**config.mk**
```make
export PLATFORM = sky130hd
export DESIGN_NAME = count_step_sequencer
export DESIGN_NICKNAME = d
export VERILOG_FILES = /design/src/rtl/count_step_sequencer.sv
export SDC_FILE = /design/constraint.sdc
export NUM_CORES = 1
export LEC_CHECK = 0
export ABC_AREA = 1
export CORE_ASPECT_RATIO = 0.5
export CORE_MARGIN = 2
export CORE_UTILIZATION = 40
export DETAILED_ROUTE_END_ITERATION = 8
export HOLD_SLACK_MARGIN = 0.05
export PLACE_DENSITY = 0.69
export SLEW_MARGIN = 20
export SYNTH_ARGS = -nofsm -noshare
export SYNTH_HDL_FRONTEND = slang
export SYNTH_SLANG_ARGS = --single-unit
```
**constraint.sdc**
```tcl
create_clock -name clk -period 3.55 [get_ports clk]
set_clock_uncertainty 0.15 [all_clocks]
set_input_delay 0.8875 -clock clk [delete_from_list [all_inputs] [get_ports clk]]
set_output_delay 0.8875 -clock clk [all_outputs]
set_load 0.005 [all_outputs]
```
**src/rtl/count_step_sequencer.sv**
```systemverilog
// Burst controller for the shared up/down step counter: arbitrates two requesters
// round-robin, drives step enable/direction/size and tracks the expected count.
module count_step_sequencer #(
    parameter int unsigned N     = 4,
    parameter int unsigned REP_W = 4
) (
    input  logic             clk,
    input  logic             reset,
    input  logic [1:0]       req_valid,
    output logic [1:0]       req_ready,
    input  logic             req_dir0,
    input  logic             req_inc0,
    input  logic [REP_W-1:0] req_reps0,
    input  logic             req_dir1,
    input  logic             req_inc1,
    input  logic [REP_W-1:0] req_reps1,
    input  logic             abort,
    output logic             step_en,
    output logic             up_down,
    output logic             inc,
    output logic [N-1:0]     shadow_count,
    output logic             busy,
    output logic             done,
    output logic             done_id,
    output logic             wrapped,
    output logic             aborted
);
    localparam int unsigned NW = N + 1;

    typedef enum logic [1:0] {IDLE, STEP, DONE} state_t;

    state_t           state, state_next;
    logic             last_grant;
    logic             cmd_id, cmd_dir, cmd_inc;
    logic             wrap_acc, abort_acc;
    logic [REP_W-1:0] remaining;
    logic [N-1:0]     shadow;

    logic             grant_id;
    logic             accept;
    logic             sel_dir, sel_inc;
    logic [REP_W-1:0] sel_reps;
    logic [NW-1:0]    step_w;
    logic [NW-1:0]    up_sum;
    logic             wrap_now;
    logic [N-1:0]     shadow_next;

    // Round-robin arbitration; only offered while idle.
    always_comb begin
        req_ready = 2'b00;
        grant_id  = 1'b0;
        if (state == IDLE) begin
            unique case (req_valid)
                2'b01:   begin req_ready = 2'b01; grant_id = 1'b0; end
                2'b10:   begin req_ready = 2'b10; grant_id = 1'b1; end
                2'b11:   begin
                    grant_id  = ~last_grant;
                    req_ready = last_grant ? 2'b01 : 2'b10;
                end
                default: begin req_ready = 2'b00; grant_id = 1'b0; end
            endcase
        end
    end

    assign accept   = |req_ready;
    assign sel_dir  = grant_id ? req_dir1  : req_dir0;
    assign sel_inc  = grant_id ? req_inc1  : req_inc0;
    assign sel_reps = grant_id ? req_reps1 : req_reps0;

    // Step arithmetic, one bit wider so the carry/borrow exposes a wrap.
    assign step_w      = cmd_inc ? NW'(2) : NW'(1);
    assign up_sum      = {1'b0, shadow} + step_w;
    assign wrap_now    = cmd_dir ? ({1'b0, shadow} < step_w) : up_sum[N];
    assign shadow_next = cmd_dir ? (shadow - step_w[N-1:0]) : up_sum[N-1:0];

    always_ff @(posedge clk) begin
        if (reset) state <= IDLE;
        else       state <= state_next;
    end

    always_comb begin
        state_next = state;
        unique case (state)
            IDLE: if (accept) state_next = (sel_reps == '0) ? DONE : STEP;
            STEP: if (abort || remaining == REP_W'(1)) state_next = DONE;
            DONE: state_next = IDLE;
            default: state_next = IDLE;
        endcase
    end

    always_comb begin
        step_en = (state == STEP) && !abort;
        up_down = (state == STEP) && cmd_dir;
        inc     = (state == STEP) && cmd_inc;
        busy    = (state != IDLE);
        done    = (state == DONE);
        done_id = done && cmd_id;
        wrapped = done && wrap_acc;
        aborted = done && abort_acc;
    end

    // Command latch, shadow count and per-burst accumulators.
    always_ff @(posedge clk) begin
        if (reset) begin
            last_grant <= 1'b1;
            cmd_id     <= 1'b0;
            cmd_dir    <= 1'b0;
            cmd_inc    <= 1'b0;
            remaining  <= '0;
            shadow     <= '0;
            wrap_acc   <= 1'b0;
            abort_acc  <= 1'b0;
        end else begin
            unique case (state)
                IDLE: if (accept) begin
                    cmd_id     <= grant_id;
                    cmd_dir    <= sel_dir;
                    cmd_inc    <= sel_inc;
                    remaining  <= sel_reps;
                    last_grant <= grant_id;
                    wrap_acc   <= 1'b0;
                    abort_acc  <= 1'b0;
                end
                STEP: begin
                    if (abort) begin
                        abort_acc <= 1'b1;
                    end else begin
                        remaining <= remaining - REP_W'(1);
                        shadow    <= shadow_next;
                        if (wrap_now) wrap_acc <= 1'b1;
                    end
                end
                default: ;
            endcase
        end
    end

    assign shadow_count = shadow;
endmodule

```
==> results of run 1 <==
[placed cells by master, fill, tap and decap left out, types with 2 or more instances in the layout]
| cell type | n |
|---|---|
| dfxtp_1 | 16 |
| nor3_1 | 3 |
| o211ai_1 | 2 |
| nand3_1 | 4 |
| clkdlybuf4s50_1 | 30 |
| nor2_1 | 14 |
| ha_1 | 6 |
| nand2_1 | 29 |
| clkbuf_8 | 4 |
| a21oi_1 | 14 |
| o21ai_0 | 12 |
| fa_1 | 2 |
| nand4_1 | 4 |
| inv_1 | 24 |
| o21a_1 | 2 |
| nand2_4 | 2 |
[per-stage QoR]
| step | power (W) | hold slack (ps) |
|---|---|---|
| 3_3_place_gp | 0.0008444 | 301.6 |
| 2_1_floorplan | 0.0006739 | 289.5 |
| 4_1_cts | 0.001017 | 324.4 |
| 5_1_grt | 0.001107 | 339.5 |
| 6_report | 0.001009 | 325.6 |
| 3_5_place_dp | 0.0008526 | 314.8 |
[final cells by class]
type | count | area share (%)
repair buffers | 31 | 20.99
well taps | 37 | 3.157
flip-flops and latches | 16 | 21.84
clock buffers | 4 | 3.754
multi-input cells | 106 | 43.86
inverters | 25 | 6.399
[Yosys cell counts]
| cell | instances |
|---|---|
| nor2_1 | 14 |
| clkbuf_1 | 1 |
| nor2_2 | 1 |
| nand2_4 | 2 |
| nor2_8 | 1 |
| nand3_4 | 1 |
| dfxtp_1 | 16 |
| nor2_4 | 1 |
| o21ai_0 | 12 |
| nand3_1 | 4 |
| fa_1 | 2 |
| o211ai_1 | 2 |
| a21oi_1 | 14 |
| inv_2 | 1 |
| nand2_1 | 29 |
| a21oi_2 | 1 |
| xnor2_1 | 1 |
| nor3_1 | 3 |
| clkbuf_2 | 1 |
| nand4_1 | 4 |
| a211oi_1 | 1 |
| o21ai_1 | 1 |
| o21ai_4 | 1 |
| xor2_1 | 1 |
| inv_1 | 24 |
| ha_1 | 6 |
| a31oi_1 | 1 |
| nor3b_1 | 1 |
| o21a_1 | 2 |
[sequential cells by signal, indices dropped and copies added, names as in the netlist]
register,flops
remaining,4
shadow_count,4
cmd_id,1
cmd_inc,1
state,2
cmd_dir,1
last_grant,1
abort_acc,1
wrap_acc,1
[cell families after synthesis]
| kind of cell | share of synthesized area, % |
|---|---|
| AOI/OAI and AO/OA | 19.13 |
| xor gates and xnor gates | 1.643 |
| adders and majority gates | 10.80 |
| buffers and inverters | 9.624 |
| DFF | 30.05 |
| and+or+nand+nor | 28.76 |
[power by group]
part	total [W]	switching, W	internal (W)
logic	0.000546	0.000304	0.000241
clock network	0.000163	0.0000649	0.0000984
registers	0.000300	0.0000623	0.000238
total	0.00101	0.000431	0.000578
[worst register-to-register path, cell delays in order, from the launching register on]
cell     delay, ps
dfxtp_1        330
inv_1          220
ha_1           220
inv_1           50
fa_1           360
nor2_1         160
o21ai_0        140
o21ai_0        180
a21oi_1         60
[how the worst max path moves through the flow]
stage,slack (ps),cells past startpoint,endpoint
detailed placement,220,5,req_ready[1]
CTS,220,5,req_ready[1]
global placement,270,5,req_ready[1]
global route,120,5,req_ready[1]
floorplan,1210,3,req_ready[1]
finish,210,5,req_ready[1]
[per-layer routing]
metal / routed length [µm] / up-vias / GRT usage (%)
met1: 1225 / 471 / 21.72
met3: 77 / 2 / 4.730
met4: 27 / 0 / 5.357
li1: - / 558 / -
met5: 0 / - / 0
met2: 1127 / 12 / 31.80
==> flow_summary.json, run 1 <==
{
  "viasPerCell": 4.763,
  "synth_top_area_share_pct": 30.05,
  "cts.path.max_buffers": 2,
  "hold_violations": 0,
  "ctsHtreeMaxLevel": 1,
  "final_core_util_pct": 57.06,
  "gp_congestion": 0.7961,
  "cts.sinks": 16,
  "slew_viol_final": 0,
  "syn2layout_area_growth_pct": 37.56,
  "drive_gt1_share_pct": 7.692,
  "place_area_mm2": 0.001411,
  "worstHoldStart": "cmd_id$_SDFFE_PP0P_",
  "grt_pass1_wl_um": 4091,
  "place_hpwl_um": 2001,
  "crit_fanout": 5,
  "mappedNetlistNets": 174,
  "synth.distinct_cells": 29,
  "clkTransAtPathRegs_ps": 70,
  "path_class": "in2out",
  "syn_area_mm2": 0.001066,
  "grt_pass1_vias": 910,
  "vdd_drop_max_uv": 366.6,
  "cp-start-kind": "input port",
  "final.period_utilization_pct": 93.95,
  "synthCells": 149,
  "hp-class": "reg2reg",
  "critPathCaptureType": "primary output",
  "numCtsBuffers": 3,
  "postCtsSetupBuffers": 0,
  "crit_buf_inv": 3,
  "grt-ovfl-total": 0,
  "dieArea_mm2": 0.003119,
  "worstPathArrival_ps": 2300,
  "r2r.worst_path.cells": 8,
  "crit_required_ps": 2510,
  "root_buffer": "clkbuf_8",
  "final_cells": 219,
  "dp_cells": 215,
  "setup_violations": 0,
  "tightest_slew_ps": 355.0,
  "reg2reg_to": "shadow_count[2]$_SDFFE_PP0P_",
  "port_buffers": 30,
  "post_cts_resized": 0,
  "first_pass_iters": 4,
  "max_slew_margin_pct": 76.26,
  "rsz0062_at_grt": "no",
  "multiInputGateArea_um2": 643.1,
  "io_pins": 31,
  "ys_seq_elements": 16,
  "setup_slack_ps": 214.9,
  "via_count": 1043,
  "grt_use_total_pct": 17.64,
  "initial_core_util_pct": 41.48,
  "critPathTopFamily": "buffers and inverters",
  "core_mm2": 0.002570,
  "synthTopCellsByArea": "dfxtp_1 (30%), nand2_1 (10%), inv_1 (8.5%)",
  "ys_warn_count": 0,
  "finalSetupTns_ps": 0,
  "antenna_left": 0,
  "r2r-start": "cmd_inc$_SDFFE_PP0P_",
  "cp_slowest_cell": "clkdlybuf4s50_1",
  "clkLatencyLatePin_ps": 250,
  "nNetsFinal": 208,
  "die_h_um": 40.51,
  "setup.worst_path.start": "req_valid[0]",
  "diodes": 0,
  "period_needed_ps": 3335,
  "drcViolationCount": 0,
  "holdPathStages": 2,
  "wl_per_cell_um": 11.22,
  "power_density_mw_per_mm2": 688.3,
  "cap_violations": 0,
  "antenna_found_initial": 0,
  "post-synth-top-area-cell": "dfxtp_1",
  "fin_area_mm2": 0.001466,
  "wl_um": 2457,
  "total_leakage_power_nw": 0.6160,
  "outcome": "finished clean",
  "cts_tree": "built",
  "seq_area_um2": 320.3,
  "pre_cts_ws_ps": 220.2,
  "ys_seq_area_share_pct": 30.05,
  "cp_common_cell": "clkdlybuf4s50_1",
  "synth_area_per_cell_um2": 7.155,
  "nFillCells": 276,
  "die_w_um": 77.01,
  "reg2reg_slack_ps": 1580,
  "first_iter_violations": 24,
  "max_stage_delay_ps": 500,
  "path_cells": "clkdlybuf4s50_1 -> nand2_1 -> nand3_4 -> inv_1 -> clkdlybuf4s50_1",
  "hold_buffers": 0,
  "holdPathEnd": "cmd_id$_SDFFE_PP0P_",
  "grt_max_degree": 11,
  "rows": 13,
  "fmaxAchievable_mhz": 299.8
}
Power figures use the tool's default switching activity.
==> inputs of run 2 (changes only) <==
==> constraint.sdc (replaced) <==
create_clock -name clk -period 3.4 [get_ports clk]
set_clock_uncertainty 0.15 [all_clocks]
set_input_delay 0.85 -clock clk [delete_from_list [all_inputs] [get_ports clk]]
set_output_delay 0.85 -clock clk [all_outputs]
set_load 0.005 [all_outputs]
==> run 2 against run 1 <==
Against the previous run: clock power up 2%; non-clock buffer count stayed put; sequential cell count stayed put; power rose by 4.3%; sequential share of layout area did not move; design area unchanged; die area stayed put; worst setup slack got worse by 75 ps; count of clock-buffer cells in the layout stayed put; cell count stayed put; critical path type unchanged.
==> flow_summary.json, run 2 (same netlist as run 1, synthesis figures left out) <==
{
  "outcome": "finished clean",
  "io_pins": 31,
  "die_w_um": 77.01,
  "clkLatencyLatePin_ps": 250,
  "slew_viol_final": 0,
  "diodes": 0,
  "finalSetupTns_ps": 0,
  "grt-ovfl-total": 0,
  "gp_congestion": 0.8224,
  "hold_ws_ps": 315.5,
  "root_buffer": "clkbuf_8",
  "final.period_utilization_pct": 95.87,
  "setup_violations": 0,
  "hold_violations": 0,
  "rsz0062_at_grt": "no",
  "cp-start-kind": "input port",
  "drcViolationCount": 0,
  "reg2reg_slack_ps": 1460,
  "pwr-share-comb_pct": 54.3,
  "tightest_slew_ps": 349.1,
  "max_slew_margin_pct": 76.66,
  "final_cell_mix": "clkdlybuf4s50_1 (30), nand2_1 (29), inv_1 (24), dfxtp_1 (16)",
  "post_cts_resized": 0,
  "cap_violations": 0,
  "worstPathArrival_ps": 2260,
  "critPathCaptureType": "primary output",
  "p_sw_share_pct": 42.69,
  "dieArea_mm2": 0.003119,
  "p_switching_w": 0.0004493,
  "viasPerCell": 4.726,
  "wl_um": 2454,
  "hold_buffers": 0,
  "r2r.worst_path.cells": 9,
  "antenna_found_initial": 0,
  "cts_tree": "built",
  "first_pass_iters": 4,
  "total_leakage_power_nw": 0.6160,
  "crit_required_ps": 2400,
  "hp-class": "reg2reg",
  "fmaxAchievable_mhz": 306.8,
  "clkTransAtPathRegs_ps": 60,
  "drive_gt1_share_pct": 7.692,
  "reg2reg_to": "wrap_acc$_SDFFE_PP0P_",
  "fin_area_mm2": 0.001466,
  "grt_pass1_vias": 883,
  "initial_core_util_pct": 41.48,
  "clockPowerShare_pct": 15.9,
  "grt_max_degree": 11,
  "grt_pass1_wl_um": 3974,
  "place_hpwl_um": 2028,
  "die_h_um": 40.51,
  "antenna_left": 0,
  "intPower_w": 0.0006033,
  "nNetsFinal": 208,
  "r2r-start": "cmd_inc$_SDFFE_PP0P_",
  "postCtsSetupBuffers": 0,
  "crit_fanout": 5,
  "grt_use_total_pct": 16.87,
  "first_iter_violations": 17,
  "port_buffers": 30,
  "period_needed_ps": 3260,
  "crit_end": "req_ready[1]",
  "setup.worst_path.start": "req_valid[0]",
  "syn2layout_area_growth_pct": 37.56,
  "path_class": "in2out",
  "final_common_cell": "clkdlybuf4s50_1",
  "core_mm2": 0.002570,
  "vdd_drop_max_uv": 382.7,
  "power_density_mw_per_mm2": 717.8,
  "via_count": 1035,
  "rows": 13,
  "cts.sinks": 16,
  "seq_power_share_pct": 29.9,
  "cts.path.max_buffers": 2,
  "ctsHtreeMaxLevel": 1,
  "wl_per_cell_um": 11.21,
  "numCtsBuffers": 3,
  "place_area_mm2": 0.001411,
  "nFillCells": 266
}
## run 2: cell counts in the layout (fill, tap and decap cells not counted)
Identical to the previous run, type by type.
## run 2: through the flow
step	setup slack, ps	power, W	util [%]	std cells
after floorplan	1136	0.0007037	-	149
after global placement	190.6	0.0008800	54.92	215
after detailed placement	142.1	0.0008954	54.92	215
after CTS	139.2	0.001065	57.06	219
after global routing	50.76	0.001161	57.06	219
final	140.3	0.001053	57.06	219
## run 2: layout make-up
| type | instances | area [µm²] | area share (%) |
|---|---|---|---|
| inverters | 25 | 93.84 | 6.399 |
| well taps | 37 | 46.29 | 3.157 |
| multi-input cells | 106 | 643.1 | 43.86 |
| repair buffers | 31 | 307.8 | 20.99 |
| clock buffers | 4 | 55.05 | 3.754 |
| flip-flops and latches | 16 | 320.3 | 21.84 |
## run 2: worst min-delay path by stage
stage	from	to	slack, ps	depth (start not counted)
finish	cmd_id$_SDFFE_PP0P_	cmd_id$_SDFFE_PP0P_	320	2
global placement	cmd_id$_SDFFE_PP0P_	cmd_id$_SDFFE_PP0P_	300	2
detailed placement	cmd_id$_SDFFE_PP0P_	cmd_id$_SDFFE_PP0P_	310	2
global route	abort_acc$_SDFFE_PP0P_	abort_acc$_SDFFE_PP0P_	350	2
CTS	cmd_id$_SDFFE_PP0P_	cmd_id$_SDFFE_PP0P_	320	2
floorplan	cmd_id$_SDFFE_PP0P_	cmd_id$_SDFFE_PP0P_	290	2
## run 2: worst max-delay path, stage by stage
cell,delay (ps)
clkdlybuf4s50_1,480
nand2_1,230
nand3_4,90
inv_1,100
clkdlybuf4s50_1,500
## run 2: power groups by stage
stage               registers [W]  logic [W]  clock network [W]
floorplan                0.000306   0.000397                  0
global placement         0.000318   0.000562                  0
detailed placement       0.000318   0.000577                  0
CTS                      0.000315   0.000580           0.000170
global route             0.000324   0.000657           0.000179
finish                   0.000314   0.000571           0.000167
## run 2: routing by layer
metal | track usage, % | share of wire, % | vias up
met2 | 31.80 | 49 | 14
met5 | 0 | 0 | -
met3 | 4.730 | 2.9 | 2
met4 | 2.679 | 0.49 | 0
met1 | 20.53 | 48 | 470
li1 | - | - | 549
==> inputs of run 3 (changes only) <==
--- a/config.mk
+++ b/config.mk
@@ -11,7 +11,7 @@
 export CORE_UTILIZATION = 40
 export DETAILED_ROUTE_END_ITERATION = 8
 export HOLD_SLACK_MARGIN = 0.05
-export PLACE_DENSITY = 0.69
+export PLACE_DENSITY = 0.75
 export SLEW_MARGIN = 20
 export SYNTH_ARGS = -nofsm -noshare
 export SYNTH_HDL_FRONTEND = slang
==> run 3 against run 2 <==
Against the previous run: hold slack gained 5.8 ps; non-clock buffer count is 1 higher; cell count grew 0.46%; routed wire length grew 2.0%; worst setup slack got worse by 16 ps; design area is 0.51% higher; core utilization up 0.29 points; register-to-register slack got worse by 20 ps; critical endpoint unchanged; largest cell class unchanged; highest routed layer unchanged.
==> flow_summary.json, run 3 (same netlist as run 1, synthesis figures left out) <==
{
  "grt_pass1_wl_um": 4015,
  "cts.sinks": 16,
  "antenna_found_initial": 0,
  "busiest_layer": "met2",
  "setup.worst_path.start": "req_valid[0]",
  "drive_gt1_share_pct": 8.197,
  "power_density_mw_per_mm2": 720.4,
  "clkTransAtPathRegs_ps": 60,
  "period_needed_ps": 3276,
  "r2r.worst_path.cells": 9,
  "diodes": 0,
  "drcViolationCount": 0,
  "dieArea_mm2": 0.003119,
  "outcome": "finished clean",
  "viasPerCell": 4.786,
  "numCtsBuffers": 3,
  "wl_per_cell_um": 11.38,
  "antenna_left": 0,
  "rsz0062_at_grt": "no",
  "gr-usage-met2_pct": 30.26,
  "max_slew_margin_pct": 78.37,
  "cts_tree": "built",
  "slew_viol_final": 0,
  "r2r-start": "cmd_inc$_SDFFE_PP0P_",
  "hold_buffers": 0,
  "setup_violations": 0,
  "first_iter_violations": 30,
  "port_buffers": 30,
  "syn2layout_area_growth_pct": 38.26,
  "rows": 13,
  "grt_use_met1_pct": 21.32,
  "critPathCaptureType": "primary output",
  "nFillCells": 257,
  "fmaxAchievable_mhz": 305.3,
  "crit_fanout": 5,
  "reg2reg_to": "wrap_acc$_SDFFE_PP0P_",
  "root_buffer": "clkbuf_8",
  "io_pins": 31,
  "hp-class": "reg2reg",
  "ctsHtreeMaxLevel": 1,
  "reg2reg_slack_ps": 1440,
  "crit_end": "req_ready[1]",
  "fin_area_mm2": 0.001474,
  "cp-start-kind": "input port",
  "grt-ovfl-total": 0,
  "finalSetupTns_ps": 0,
  "wl_um": 2504,
  "grt_use_met3_pct": 4.279,
  "final_cell_mix": "clkdlybuf4s50_1 (30), nand2_1 (29), inv_1 (24), dfxtp_1 (16)",
  "final_core_util_pct": 57.35,
  "die_h_um": 40.51,
  "hold_violations": 0,
  "crit_required_ps": 2400,
  "postCtsSetupBuffers": 0,
  "cts.path.max_buffers": 2,
  "first_pass_iters": 4,
  "nNetsFinal": 209,
  "p_total_w": 0.001062,
  "via_count": 1053,
  "grt_use_total_pct": 16.71,
  "gp_congestion": 0.8079,
  "place_area_mm2": 0.001419,
  "total_leakage_power_nw": 0.6208,
  "path_class": "in2out",
  "clkLatencyLatePin_ps": 250,
  "final.period_utilization_pct": 96.35,
  "die_w_um": 77.01,
  "initial_core_util_pct": 41.48,
  "grt_max_degree": 11,
  "cap_violations": 0,
  "post_cts_resized": 0,
  "grt_pass1_vias": 900,
  "core_mm2": 0.002570,
  "final_common_cell": "clkdlybuf4s50_1",
  "place_hpwl_um": 2000,
  "worstPathArrival_ps": 2280,
  "vdd_drop_max_uv": 318.8,
  "tightest_slew_ps": 324.0
}
-- run 3: how the worst min path moves through the flow --
| stage | start | to | slack (ps) | cells past startpoint |
|---|---|---|---|---|
| 2_1_floorplan | cmd_id$_SDFFE_PP0P_ | cmd_id$_SDFFE_PP0P_ | 290 | 2 |
| 6_report | abort_acc$_SDFFE_PP0P_ | abort_acc$_SDFFE_PP0P_ | 320 | 2 |
| 3_3_place_gp | cmd_id$_SDFFE_PP0P_ | cmd_id$_SDFFE_PP0P_ | 300 | 2 |
| 3_5_place_dp | cmd_id$_SDFFE_PP0P_ | cmd_id$_SDFFE_PP0P_ | 320 | 2 |
| 5_1_grt | abort_acc$_SDFFE_PP0P_ | abort_acc$_SDFFE_PP0P_ | 350 | 2 |
| 4_1_cts | abort_acc$_SDFFE_PP0P_ | abort_acc$_SDFFE_PP0P_ | 330 | 2 |
-- run 3: layer usage --
layer	routed length, µm	up-vias
met1	1274	479
met3	80	2
met4	14	0
li1	-	552
met2	1135	20
met5	0	-
-- run 3: through the flow --
stage | hold slack [ps] | setup slack [ps] | cells
finish | 321.3 | 124.2 | 220
global route | 351.0 | 69.86 | 220
floorplan | 289.5 | 1136 | 149
detailed placement | 320.2 | 122.1 | 216
CTS | 329.9 | 123.7 | 220
global placement | 301.8 | 190.1 | 216
-- run 3: final cells by class --
class                      count  area [µm²]  area share [%]
clock buffer                   4       55.05           3.735
timing repair buffer          32       315.3           21.39
sequential                    16       320.3           21.73
multi-input combinational    106       643.1           43.63
inverter                      25       93.84           6.367
tap                           37       46.29           3.141
-- run 3: critical path: stages --
cell and delay [ps]:
clkdlybuf4s50_1 480, nand2_1 230, nand3_4 90, inv_1 110
clkdlybuf4s50_1 510
-- run 3: power by group --
| part | internal, W | switching [W] |
|---|---|---|
| Clock | 0.000103 | 0.0000672 |
| Combinational | 0.000252 | 0.000325 |
| Sequential | 0.000249 | 0.0000662 |
| Total | 0.000604 | 0.000458 |
